## config.mk

```make
export PLATFORM = sky130hd
export DESIGN_NAME = div_issue_ctrl
export DESIGN_NICKNAME = d
export VERILOG_FILES = /design/src/rtl/div_issue_ctrl.sv
export SDC_FILE = /design/constraint.sdc
export NUM_CORES = 1
export LEC_CHECK = 0
export CORE_ASPECT_RATIO = 0.8
export CORE_MARGIN = 4
export CORE_UTILIZATION = 40
export CTS_CLUSTER_DIAMETER = 100
export DETAILED_ROUTE_END_ITERATION = 8
export GPL_ROUTABILITY_DRIVEN = 0
export SLEW_MARGIN = 20
export SYNTH_ARGS = -nofsm -noshare
export SYNTH_HDL_FRONTEND = slang
export SYNTH_SLANG_ARGS = --single-unit
```

## constraint.sdc

```tcl
create_clock -name sysclk -period 5 [get_ports sysclk]
set_input_delay 0.75 -clock sysclk [delete_from_list [all_inputs] [get_ports sysclk]]
set_output_delay 0.75 -clock sysclk [all_outputs]
set_load 0.1 [all_outputs]
```

## src/rtl/div_issue_ctrl.sv

```systemverilog
// div_issue_ctrl: requester-side controller for the Q12.12 divider wrapper.
//   Accepts tagged operand pairs and issues them to a fixed-latency, in-order
//   divider. A tag FIFO holds each operation's tag and divide-by-zero info
//   while the operation is in the divider. Each returning quotient is paired
//   with the head of the tag FIFO and written into a first-word-fall-through
//   result FIFO.
//   Credit: an operation is accepted only while in-flight ops plus queued
//   results are below DEPTH. This means every divider output has a slot
//   waiting for it, because the divider itself cannot be stalled.
//   The divider latency is not counted here. DEPTH only has to cover it
//   (DEPTH >= latency + 2) so that a continuous stream never stalls.
// Optional build macro: DIV_ISSUE_STATS_EN adds the stat_issued and
//   stat_max_inflight counter ports.
//
// FSM states:
//   state   | meaning
//   S_RUN   | normal operation: accept operands, return results
//   S_DRAIN | flush in progress: no accepts, no output; returning results
//           | are discarded; result FIFO cleared once nothing is in flight

module div_issue_ctrl #(
    parameter int TAG_W = 8,
    parameter int DEPTH = 32
) (
    input  logic                     sysclk,
    input  logic                     rst,
    input  logic                     flush,
    input  logic                     in_valid,
    output logic                     in_ready,
    input  logic [23:0]              in_dividend,
    input  logic [23:0]              in_divisor,
    input  logic [TAG_W-1:0]         in_tag,
    output logic                     divisor_tvalid,
    output logic [23:0]              divisor,
    output logic                     dividend_tvalid,
    output logic [23:0]              dividend,
    input  logic                     div_tvalid,
    input  logic [23:0]              div_result,
    output logic                     out_valid,
    input  logic                     out_ready,
    output logic [23:0]              out_result,
    output logic [TAG_W-1:0]         out_tag,
    output logic                     out_dbz,
    output logic                     err_orphan
`ifdef DIV_ISSUE_STATS_EN
    ,
    output logic [31:0]              stat_issued,
    output logic [$clog2(DEPTH):0]   stat_max_inflight
`endif
);

    localparam int PW  = $clog2(DEPTH);
    localparam int CW  = PW + 1;
    localparam int TFW = TAG_W + 2;
    localparam int RFW = 24 + TAG_W + 1;
    localparam logic [CW:0] DEPTH_W = (CW + 1)'(DEPTH);

    typedef enum logic [0:0] {
        S_RUN   = 1'b0,
        S_DRAIN = 1'b1
    } state_t;

    state_t            r_state;
    state_t            w_state_nxt;

    logic              w_in_ready;
    logic              w_out_valid;
    logic              w_rf_clear;
    logic              w_credit;
    logic              w_accept;
    logic              w_ret;
    logic              w_orphan;
    logic              w_rf_push;
    logic              w_rf_pop;

    logic [CW-1:0]     r_inflight;
    logic [CW-1:0]     w_inflight_nxt;

    logic [CW-1:0]     r_tf_wptr;
    logic [CW-1:0]     r_tf_rptr;
    logic [CW-1:0]     r_rf_wptr;
    logic [CW-1:0]     r_rf_rptr;
    logic [CW-1:0]     w_rf_cnt;
    logic              w_tf_empty;
    logic              w_rf_empty;

    // tag FIFO entry: {tag, divisor_was_zero, dividend_negative}
    logic [TFW-1:0]    r_tf_mem [DEPTH];
    // result FIFO entry: {quotient, tag, dbz}
    logic [RFW-1:0]    r_rf_mem [DEPTH];

    logic [TFW-1:0]    w_tf_head;
    logic [TFW-1:0]    w_tf_wdata;
    logic [RFW-1:0]    w_rf_head;
    logic [RFW-1:0]    w_rf_wdata;
    logic [TAG_W-1:0]  w_ret_tag;
    logic              w_ret_dbz;
    logic              w_ret_neg;
    logic [23:0]       w_ret_result;

    logic              r_div_tvalid;
    logic [23:0]       r_divisor;
    logic [23:0]       r_dividend;
    logic              r_err_orphan;

    assign w_tf_empty = (r_tf_wptr == r_tf_rptr);
    assign w_rf_empty = (r_rf_wptr == r_rf_rptr);
    assign w_rf_cnt   = r_rf_wptr - r_rf_rptr;
    assign w_credit   = ({1'b0, r_inflight} + {1'b0, w_rf_cnt}) < DEPTH_W;

    assign w_accept   = in_valid & w_in_ready;
    // The divider is in order, so a return always belongs to the oldest tag.
    // A return with no tag outstanding is an orphan (e.g. issued before a reset).
    assign w_ret      = div_tvalid & ~w_tf_empty;
    assign w_orphan   = div_tvalid & w_tf_empty;
    assign w_rf_push  = w_ret & (r_state == S_RUN);
    assign w_rf_pop   = w_out_valid & out_ready;

    assign w_tf_wdata = {in_tag, (in_divisor == 24'h000000), in_dividend[23]};
    assign w_tf_head  = r_tf_mem[r_tf_rptr[PW-1:0]];
    assign w_ret_tag  = w_tf_head[TFW-1:2];
    assign w_ret_dbz  = w_tf_head[1];
    assign w_ret_neg  = w_tf_head[0];

    // The divider's output is meaningless on divide-by-zero; saturate toward the dividend's sign.
    assign w_ret_result = w_ret_dbz ? (w_ret_neg ? 24'h800000 : 24'h7FFFFF) : div_result;
    assign w_rf_wdata   = {w_ret_result, w_ret_tag, w_ret_dbz};
    assign w_rf_head    = r_rf_mem[r_rf_rptr[PW-1:0]];

    // FSM next state and stream handshake outputs
    always_comb begin
        w_state_nxt = r_state;
        w_in_ready  = 1'b0;
        w_out_valid = 1'b0;
        w_rf_clear  = 1'b0;
        unique case (r_state)
            S_RUN: begin
                w_in_ready  = w_credit;
                w_out_valid = ~w_rf_empty;
                if (flush) begin
                    w_state_nxt = S_DRAIN;
                end
            end
            S_DRAIN: begin
                if (r_inflight == '0) begin
                    w_rf_clear  = 1'b1;
                    w_state_nxt = S_RUN;
                end
            end
            default: begin
                w_state_nxt = S_RUN;
            end
        endcase
    end

    // FSM state register
    always_ff @(posedge sysclk or posedge rst) begin
        if (rst) begin
            r_state <= S_RUN;
        end else begin
            r_state <= w_state_nxt;
        end
    end

    // in-flight count: +1 on accept, -1 on matched return, unchanged when both happen
    always_comb begin
        w_inflight_nxt = r_inflight;
        unique case ({w_accept, w_ret})
            2'b10:   w_inflight_nxt = r_inflight + CW'(1);
            2'b01:   w_inflight_nxt = r_inflight - CW'(1);
            default: w_inflight_nxt = r_inflight;
        endcase
    end

    // in-flight counter register
    always_ff @(posedge sysclk or posedge rst) begin
        if (rst) begin
            r_inflight <= '0;
        end else begin
            r_inflight <= w_inflight_nxt;
        end
    end

    // divider request registers: tvalid is high for exactly one cycle per accept
    always_ff @(posedge sysclk or posedge rst) begin
        if (rst) begin
            r_div_tvalid <= 1'b0;
            r_divisor    <= '0;
            r_dividend   <= '0;
        end else begin
            r_div_tvalid <= w_accept;
            if (w_accept) begin
                r_divisor  <= in_divisor;
                r_dividend <= in_dividend;
            end
        end
    end

    // tag FIFO pointers; credit keeps it from overflowing
    always_ff @(posedge sysclk or posedge rst) begin
        if (rst) begin
            r_tf_wptr <= '0;
            r_tf_rptr <= '0;
        end else begin
            if (w_accept) begin
                r_tf_wptr <= r_tf_wptr + CW'(1);
            end
            if (w_ret) begin
                r_tf_rptr <= r_tf_rptr + CW'(1);
            end
        end
    end

    // tag FIFO storage
    always_ff @(posedge sysclk) begin
        if (w_accept) begin
            r_tf_mem[r_tf_wptr[PW-1:0]] <= w_tf_wdata;
        end
    end

    // result FIFO pointers; the clear at the end of a drain takes priority
    always_ff @(posedge sysclk or posedge rst) begin
        if (rst) begin
            r_rf_wptr <= '0;
            r_rf_rptr <= '0;
        end else if (w_rf_clear) begin
            r_rf_wptr <= '0;
            r_rf_rptr <= '0;
        end else begin
            if (w_rf_push) begin
                r_rf_wptr <= r_rf_wptr + CW'(1);
            end
            if (w_rf_pop) begin
                r_rf_rptr <= r_rf_rptr + CW'(1);
            end
        end
    end

    // result FIFO storage
    always_ff @(posedge sysclk) begin
        if (w_rf_push) begin
            r_rf_mem[r_rf_wptr[PW-1:0]] <= w_rf_wdata;
        end
    end

    // sticky orphan-return flag, cleared only by reset
    always_ff @(posedge sysclk or posedge rst) begin
        if (rst) begin
            r_err_orphan <= 1'b0;
        end else if (w_orphan) begin
            r_err_orphan <= 1'b1;
        end
    end

`ifdef DIV_ISSUE_STATS_EN
    logic [31:0]   r_stat_issued;
    logic [CW-1:0] r_stat_max_inflight;

    // accept counter (wraps) and in-flight high-water mark
    always_ff @(posedge sysclk or posedge rst) begin
        if (rst) begin
            r_stat_issued       <= '0;
            r_stat_max_inflight <= '0;
        end else begin
            if (w_accept) begin
                r_stat_issued <= r_stat_issued + 32'd1;
            end
            if (w_inflight_nxt > r_stat_max_inflight) begin
                r_stat_max_inflight <= w_inflight_nxt;
            end
        end
    end

    assign stat_issued       = r_stat_issued;
    assign stat_max_inflight = r_stat_max_inflight;
`endif

    assign in_ready        = w_in_ready;
    assign out_valid       = w_out_valid;
    assign divisor_tvalid  = r_div_tvalid;
    assign dividend_tvalid = r_div_tvalid;
    assign divisor         = r_divisor;
    assign dividend        = r_dividend;
    assign out_result      = w_rf_empty ? 24'h000000 : w_rf_head[RFW-1 -: 24];
    assign out_tag         = w_rf_empty ? '0 : w_rf_head[TAG_W:1];
    assign out_dbz         = ~w_rf_empty & w_rf_head[0];
    assign err_orphan      = r_err_orphan;

endmodule

```

======== Yosys cells after proc, flatten, opt, wreduce, memory -nomap -nowiden ========
Memories as Yosys holds them, arrays and structs flattened.
Cells that the tools add are included.
storage, ports and cells
  output and inout bits ................... 86
  memories kept ........................... 2
  memory bits (writable) .................. 1376
  bits of input ports ..................... 86
  register bits ........................... 81
operators by class
  reductions and logical operators ........ 5
  bitwise operators ....................... 9
  eq/ne operators ......................... 4
  multiplexer cells ....................... 20
  order comparisons ....................... 1
  add/subtract/negate cells ............... 8
memories
  memory    words  bits a word  read ports  clocked after Yosys merged registers in  write ports  line  text
  r_rf_mem  32     33           1           0                                        1            90    logic [RFW-1:0] r_rf_mem [DEPTH];
  r_tf_mem  32     10           1           0                                        1            88    logic [TFW-1:0] r_tf_mem [DEPTH];
operator list
  kind                 count
  $mux 24              3
  $add 6x1->6 const B  5
  $logic_not 24->1     1
  $mux 6               4
  $eq 6x6->1           2
  $pmux 6 s2           1
  $mux 1               10
  $mux 8               1
  $add 6x6->7          1
  $lt 7x6->1 const B   1
  $and 1x1->1          6
  $logic_not 6->1      1
  $reduce_bool 2->1    3
  $sub 6x1->6 const B  1
  $sub 6x6->6          1
  $not 1->1            3
  $eq 2x1->1 const B   1
  $eq 2x2->1 const B   1
  $pmux 1 s2           1

======== Logic depth before layout (Yosys ltp) ========
Gate-level depths: netlist (run 1).
  depth after elaboration ................. 7
  gate-level depth with buffers ........... 24

======== Least setup slack after synthesis (run 1) ========
Ideal clock, no wire load.
  kind .................................... register -> register
  from .................................... reg r_rf_rptr[1]
  to ...................................... reg r_inflight[5]
  stages on the path, launching flop included .. 24
  library setup time ...................... 143 ps
  path buffers ............................ 4
  setup slack ............................. -371 ps
  arrival time ............................ 5229 ps
  cell sequence ........................... dfrtp_1 clkbuf_1 buf_1 buf_1 inv_1 ha_1 a21o_1 a21o_1 a21o_1 a21oi_1 xor2_1 ha_1 nor4_1 nand3b_1 o21ai_1 clkbuf_1 inv_1 ha_1 ha_1 a21o_1 a21oi_1 o21bai_1 o311ai_0 xor2_1
between the ends
  cells in the longest elaborated chain, start to end .. 7
  elaborated cells between the ends (all ways) .. 9
  those cells by class .................... 2 x add/sub; 1 x order compare; 2 x eq/ne; 2 x mux; 1 x bitwise; 1 x reduce/logical
ends and longest elaborated chain
  element                                                 line  text
  start, declared                                         82    logic [CW-1:0] r_rf_rptr;
  start signal, assigned                                  234   r_rf_rptr <= r_rf_rptr + CW'(1);
  $sub 6x6->6 (*)                                         108   assign w_rf_cnt = r_rf_wptr - r_rf_rptr;
  $add 6x6->7 (*)                                         109   assign w_credit = ({1'b0, r_inflight} + {1'b0, w_rf_cnt}) < DEPTH_W;
  $lt 7x6->1 (*)                                          109
  $mux 1 (*)                                              136   unique case (r_state)
  $and 1x1->1 (*)                                         111   assign w_accept = in_valid & w_in_ready;
  net w_accept                                            70    logic w_accept;
  $eq 2x1->1 / $eq 2x2->1 (equally long branches)         168   unique case ({w_accept, w_ret})
  $pmux 6 s2 / $reduce_bool 2->1 (equally long branches)  --
  end signal, assigned                                    180   r_inflight <= w_inflight_nxt;
  end, declared                                           76    logic [CW-1:0] r_inflight;
The timed path passes the listed nets; every way through them passes the cells marked *.
A chain may end at the register's enable or synchronous reset.

======== Worst setup path after layout (run 1) ========
  from .................................... reg r_rf_rptr[2]
  to ...................................... out out_tag[4]
between the ends
  cells in the longest elaborated chain, start to end .. 2
  elaborated cells between the ends (all ways) .. 3
  those cells by class .................... 1 x eq/ne; 1 x mux; 1 x memory
ends and longest elaborated chain
  element                                             line  text
  $mem_v2 32x33 / $eq 6x6->1 (equally long branches)  --
  $mux 8 (*)                                          285   assign out_tag = w_rf_empty ? '0 : w_rf_head[TAG_W:1];
  end, declared                                       42    output logic [TAG_W-1:0] out_tag,
Every way passes the cells marked *; elsewhere a longest branch is shown, timed or not.

==> run metrics, run 1 <==
main area contributors after synthesis edfxtp_1 73%, mux4_2 17%, dfrtp_1 3.6%; most frequent CP cell buf_4; Max-Cap Viols 0; Max VDD drop 1.096 mV; Skew-Pair Late Insertion Delay 0.78 ns; router iterations before antenna repair 5; relative slew slack 0.2358; # DRC 0; f_max 206.8 MHz; WS Path Type register to output pin; remaining antenna violation count 0; Clock Skews ~0.039 ns; sequential-to-total area share from yosys stat 0.7652; CP arrival around 4.1 ns; Clock transition at path regs 0.06 ns; Post-synth ARST share 0.05559; Reg2Reg Capture Point r_inflight[5]; input/output buffers 171; Leak 20.94 nW; reg2reg setup slack 0.60 ns; share of the synthesized area in the top cell type 0.7294; H-tree depth 4; syn_area_per_cell ~22 µm²; initial DRC count about 3,100; Overall Power roughly 44 mW; crit path capture out_tag[4]; Avg WL per Cell 29.23 µm; cts bufs inserted 143; CTS root buffer clkbuf_16; Total GRT Usage 0.1897; core area 140,700 µm²; outcome finished clean; Worst path max stage delay between 0.8 and 0.9 ns; Total Routed Length ~140,000 µm; slew of the pin with the lowest slew margin 1.143 ns; Die W approximately 430 µm; crit path launch r_rf_rptr[2]; Syn Nets ~2,600; Clock Tree Buf Depth 3; crit share post-route 0.9669; largest net degree at the start of global routing 149; layout cells sized above 1 0.3020; I/O pin cnt 172; EDFF count, synth 1,376; Netlist cell types 54; clock sinks between 1,000 and 1,500; CP Capture Type output pin; final-report max-slew violation count 0; die height 344.6 µm; first-pass GRT wire length about 200,000 µm; top-count cell post-synth edfxtp_1; HPWL after DPL 74,170 µm; # rows approximately 120; total gr overflow 0; Post-synth top cells 1,376 x edfxtp_1, 421 x mux4_2, 129 x nor2_1; Reg-to-Reg Start r_rf_rptr[1]; Syn Inst Count 2,521; Primary FF master, synth edfxtp_1; final hold vios 0; area growth from synthesis to layout 16.79%; Mapped Area 56,650 µm²; area leader, netlist edfxtp_1; number of cells on the worst reg-to-reg path 19; initial antenna violation count 2; final net count approximately 2,900; RSZ-0062 raised after global routing false; Initial Util 0.4027; crit path max fanout between 40 and 50; data required time at the worst endpoint ~4.3 ns; # fillers 11,430; CP startpoint kind register; Synth Warn # 0; Worst path slowest cell buf_4; crit path cell chain buf_4, buf_4, mux4_2, nand2_1, a21oi_1, buf_4; Vias per Instance 5.684; Seq cells post-synth 1,457; via count around 27,000; Setup TNS Final 0 ns; Hold Crit Class primary input to asynchronous set/reset pin; vias in the first global route 28,300; CTS Hold Buffers Added 0; die area 147,700 µm²; final worst path period need 4.834 ns; final setup violation count 0; CTS tree done; P per Cell Area 669.7 nW/µm²
per-stage QoR:
| step | hold slack, ns | std cells | area (µm²) | utilization | setup WS, ns |
|---|---|---|---|---|---|
| 2_1_floorplan | 0.4621 | 2521 | 56660 | - | 0.06478 |
| 3_3_place_gp | 0.4623 | 4563 | 61710 | 0.4387 | 0.4855 |
| 3_5_place_dp | 0.4697 | 4563 | 61710 | 0.4387 | 0.5759 |
| 4_1_cts | 0.4783 | 4816 | 66040 | 0.4695 | 0.002063 |
| 5_1_grt | 0.4881 | 4820 | 66160 | 0.4704 | 0.0003011 |
| 6_report | 0.4562 | 4820 | 66160 | 0.4704 | 0.1655 |
metal layers:
layer | wire length [µm] | global-route usage | vias to the layer above | part of all wire
li1 | - | - | 11150 | -
met1 | 59070 | 0.2734 | 14720 | 0.42
met2 | 65800 | 0.2910 | 1312 | 0.47
met3 | 12890 | 0.04781 | 224 | 0.091
met4 | 3125 | 0.05075 | 0 | 0.022
met5 | 0 | 0 | - | 0
cells by family (layout without fill, tap and decap cells):
group | after synthesis | after routing | synth area share
AND/OR/NAND/NOR | 296 | 296 | 0.02220
adder cells (fa/ha/maj) | 27 | 27 | 0.006228
XOR/XNOR | 35 | 35 | 0.005411
flip-flops | 1457 | 1457 | 0.7652
multiplexers | 483 | 483 | 0.1806
buffers and inverters | 153 | 576 | 0.01217
AO/OA/AOI/OAI | 70 | 70 | 0.008261
other | 0 | 1 | 0
flip-flops by register name, indices dropped and copies added, names as in the netlist, 6 cells and up:
name and flops:
divisor 24, dividend 24, r_rf_rptr 6, r_tf_rptr 6, r_rf_mem 1056, r_tf_mem 320, r_rf_wptr 6, r_inflight 6
r_tf_wptr 6
cell usage in the layout (no fill, tap or decap), types with 4 or more instances in the layout:
cell | Yosys | layout
a21o_1 | 8 | 8
a21oi_1 | 41 | 41
buf_12 | 0 | 32
buf_4 | 5 | 125
bufinv_16 | 0 | 5
clkbuf_1 | 71 | 42
clkbuf_16 | 0 | 150
clkdlybuf4s50_1 | 0 | 135
clkinv_1 | 2 | 31
clkinv_2 | 0 | 16
dfrtp_1 | 81 | 74
dfrtp_4 | 0 | 4
edfxtp_1 | 1376 | 1376
ha_1 | 25 | 25
inv_1 | 20 | 18
inv_6 | 0 | 5
mux2_2 | 50 | 50
mux2i_1 | 8 | 8
mux4_1 | 4 | 4
mux4_2 | 421 | 421
nand2_1 | 114 | 112
nand3_1 | 5 | 5
nand3b_1 | 6 | 6
nand4_1 | 9 | 9
nor2_1 | 129 | 86
nor2_2 | 1 | 7
nor2_4 | 0 | 37
nor3_1 | 6 | 5
nor4_1 | 8 | 6
o21ai_0 | 5 | 5
or3b_2 | 4 | 4
xnor2_1 | 17 | 17
xor2_1 | 18 | 18
repair_timing:
item,4_1_cts,5_1_grt
setup endpoints to repair,11,22
gates resized for setup,2,3
buffers inserted,0,0
cloned,0,2
worst max-delay path, delay by kind of cell (launching register included):
family / cells / cell delay [ns]
flops: 1 / 0.40
simple gates: 1 / 0.16
compound gates: 1 / 0.62
mux: 1 / 0.37
buf+inv: 3 / 1.74
how the worst min path moves through the flow:
stage	endpoint	cells past startpoint
6_report	dividend[22]	2
3_5_place_dp	r_tf_rptr[4]	1
5_1_grt	r_tf_rptr[4]	1
3_3_place_gp	r_tf_rptr[4]	1
2_1_floorplan	r_inflight[5]	1
4_1_cts	dividend[22]	2
area by class of cell:
class | count | area [µm²] | area share
Sequential cell | 1457 | 43370 | 0.6554
Multi-Input combinational cell | 911 | 12940 | 0.1956
Clock buffer | 192 | 3889 | 0.05877
Timing Repair Buffer | 301 | 3102 | 0.04688
Tap cell | 1875 | 2346 | 0.03546
Clock inverter | 61 | 431.7 | 0.006524
Inverter | 22 | 87.58 | 0.001324
Antenna cell | 1 | 2.502 | 0.00003782
power by group:
group	switching, mW	internal, mW
Clock	4.42	5.70
Sequential	0.424	16.7
Combinational	11.7	5.32
Note: power is estimated with default switching activity, not from simulation.
==> run 2: changes to the inputs <==
--- a/config.mk
+++ b/config.mk
@@ -5,6 +5,7 @@
 export SDC_FILE = /design/constraint.sdc
 export NUM_CORES = 1
 export LEC_CHECK = 0
+export ABC_AREA = 1
 export CORE_ASPECT_RATIO = 0.8
 export CORE_MARGIN = 4
 export CORE_UTILIZATION = 40
==> run 2 against run 1 <==
Design area up 4.7%; largest power group is now combinational cells; global-route usage up 2.0 points; clock skew down 0.010 ns; critical path depth up 2.
==> run metrics, run 2 <==
CTS root buffer clkbuf_16 (unchanged); layout cells sized above 1 0.09208 (was 0.3020); # DRC 0 (unchanged); Hold Crit Class primary input to register (was primary input to asynchronous set/reset pin); relative slew slack 0.2436 (was 0.2358); Setup TNS Final 0 ns (unchanged); outcome finished clean (unchanged); router iterations before antenna repair 6 (was 5); CP arrival 3.73 ns (was 4.08 ns); RSZ-0062 raised after global routing false (unchanged); CP Capture Type output pin (unchanged); Setup Fix Bufs, Post-CTS 0 (unchanged); hold path start in_valid; Total GRT Usage 0.2094 (was 0.1897); Total Routed Length 166,400 µm (was 140,900 µm); input/output buffers 171 (unchanged); Syn Nets 5,184 (was 2,634); die area 155,400 µm² (was 147,700 µm²); Leak 25.14 nW (was 20.94 nW); CTS Hold Buffers Added 0 (unchanged); max reg flops 1,056 (unchanged); clock sinks 1,457 (unchanged); CP startpoint kind register (unchanged); worst slack, placed 0.9702 ns (was 0.5759 ns); EDFF count, synth 1,376 (unchanged); # fillers 13,220 (was 11,430); total gr overflow 0 (unchanged); sequential-to-total area share from yosys stat 0.7269 (was 0.7652); reg2reg setup slack 0.86 ns (was 0.60 ns); Vias per Instance 5.376 (was 5.684); vias in the first global route 36,970 (was 28,300); P per Cell Area 681.7 nW/µm² (was 669.7 nW/µm²); final worst path period need 4.477 ns (was 4.834 ns); final worst setup slack 0.5230 ns (was 0.1655 ns); most frequent cells in the layout 1,412 x nand2_1, 1,376 x edfxtp_1, 362 x nor2_1 (was 1,376 x edfxtp_1, 421 x mux4_2, 150 x clkbuf_16); final setup violation count 0 (unchanged); crit share post-route 0.8954 (was 0.9669); WHS Path Cells 3; via count 39,520 (was 27,400); first-pass GRT wire length 244,900 µm (was 201,200 µm); Synth Warn # 0 (unchanged); final hold vios 0 (unchanged); top-count cell post-synth nand2_1 (was edfxtp_1); crit path max fanout 26 (was 45); switching power 19.12 mW (was 16.55 mW); Mapped Area 59,630 µm² (was 56,650 µm²); Seq cells post-synth 1,457 (unchanged); final net count 5,361 (was 2,949); f_max 223.4 MHz (was 206.8 MHz); final-report max-slew violation count 0 (unchanged); share of total power in sequential cells 0.373 (was 0.387); Clock Power Share 0.229 (was 0.228); Post-synth top cells 1,414 x nand2_1, 1,376 x edfxtp_1, 394 x nor2_1 (was 1,376 x edfxtp_1, 421 x mux4_2, 129 x nor2_1); WS Path Type register to output pin (unchanged); area leader, netlist edfxtp_1 (unchanged); Skew-Pair Late Insertion Delay 0.77 ns (was 0.78 ns); initial antenna violation count 5 (was 2); hold path endpoint r_tf_wptr[5]; I/O pin cnt 172 (unchanged); Max VDD drop 0.8556 mV (was 1.096 mV); remaining antenna violation count 0 (unchanged); initial DRC count 4,736 (was 3,084); Max-Cap Viols 0 (unchanged); Post-synth ARST share 0.05559 (unchanged); # resized after CTS 0 (was 2); Pint 28.12 mW (was 27.76 mW); Combinational Power Share 0.398 (was 0.384); Reg2Reg Capture Point r_tf_mem[10][0] (was r_inflight[5]); Clock Skews 0.02871 ns (was 0.03873 ns); largest net degree at the start of global routing 198 (was 149); Syn Inst Count 5,071 (was 2,521); Fin Hold WS 0.3800 ns (was 0.4562 ns); area growth from synthesis to layout 16.22% (was 16.79%); H-tree depth 4 (unchanged); number of cells on the worst reg-to-reg path 14 (was 19); core area 147,900 µm² (was 140,700 µm²); Clock transition at path regs 0.06 ns (about the same); Clock Tree Buf Depth 3 (unchanged); Primary FF master, synth edfxtp_1 (unchanged); Avg WL per Cell 22.64 µm (was 29.23 µm); slew of the pin with the lowest slew margin 1.135 ns (was 1.143 ns); Initial Util 0.4032 (was 0.4027); # rows 126 (was 123); CTS tree done (unchanged); die height 353.3 µm (was 344.6 µm); Die W 439.7 µm (was 428.8 µm); share of the synthesized area in the top cell type 0.6930 (was 0.7294); Reg-to-Reg Start r_rf_rptr[2] (was r_rf_rptr[1]); data required time at the worst endpoint 4.25 ns (about the same); cts bufs inserted 146 (was 143); Netlist cell types 34 (was 54); HPWL after DPL 88,960 µm (was 74,170 µm); Net Sw Frac 0.4048 (was 0.3736); main area contributors after synthesis edfxtp_1 69%, nand2_1 8.9%, dfrtp_1 3.4% (was edfxtp_1 73%, mux4_2 17%, dfrtp_1 3.6%); syn_area_per_cell 11.76 µm² (was 22.47 µm²); most common cell after layout, fill and taps aside nand2_1 (was edfxtp_1)
## run 2: final cells by class
class | instances | area, µm² | area share
Antenna cell | 2 | 5.005 | 0.00007222
Clock inverter | 76 | 729.5 | 0.01053
Tap cell | 1984 | 2482 | 0.03582
Sequential cell | 1457 | 43360 | 0.6257
Clock buffer | 189 | 3963 | 0.05718
Multi-Input combinational cell | 3082 | 14350 | 0.2071
Inverter | 221 | 850.8 | 0.01228
Timing Repair Buffer | 340 | 3558 | 0.05135
## run 2: how the worst max path moves through the flow
stage,startpoint,end,slack (ns)
6_report,r_rf_rptr[3],out_result[3],0.52
5_1_grt,r_rf_rptr[3],out_valid,0.33
4_1_cts,r_rf_rptr[2],in_ready,0.53
3_5_place_dp,r_rf_rptr[2],r_tf_mem[10][9],0.97
3_3_place_gp,r_rf_rptr[2],r_inflight[5],0.98
2_1_floorplan,r_rf_rptr[2],in_ready,0.66
## run 2: cells by family after synthesis
kind of cell	share of synthesized area
XOR/XNOR	0.003672
AO/OA/AOI/OAI	0.06981
AND/OR/NAND/NOR	0.1549
flip-flops	0.7269
buffers and inverters	0.03878
adder cells (fa/ha/maj)	0.005917
## run 2: power by group through the flow
stage / combinational, mW / clock [mW] / sequential [mW]
2_1_floorplan: 10.6 / 0 / 19.1
5_1_grt: 20.3 / 11.5 / 17.7
4_1_cts: 18.9 / 11.0 / 17.6
6_report: 18.8 / 10.8 / 17.6
3_5_place_dp: 18.8 / 0 / 17.9
3_3_place_gp: 18.6 / 0 / 17.9
## run 2: metal layers
| metal | share of wire | wire length, µm | GRT usage |
|---|---|---|---|
| met1 | 0.45 | 74500 | 0.3164 |
| met2 | 0.45 | 75280 | 0.3121 |
| met3 | 0.083 | 13840 | 0.04044 |
| met4 | 0.017 | 2782 | 0.04925 |
| met5 | 0.000042 | 7 | 0 |
## run 2: critical path: stages, from the launching register on
cell,delay [ns]
dfrtp_1,0.46
inv_2,0.26
ha_1,0.41
nand2_1,0.07
nor3_1,0.21
nand2_1,0.13
inv_2,0.76
a21oi_1,0.36
buf_12,0.28
## run 2: per-stage QoR
step	util	instance area, µm²	instances	total power [mW]
after floorplan	-	59630	5071	29.61
after global placement	0.4368	64590	7084	36.45
after detailed placement	0.4368	64590	7084	36.68
after CTS	0.4685	69280	7349	47.47
after global routing	0.4686	69300	7351	49.49
final	0.4686	69300	7351	47.24
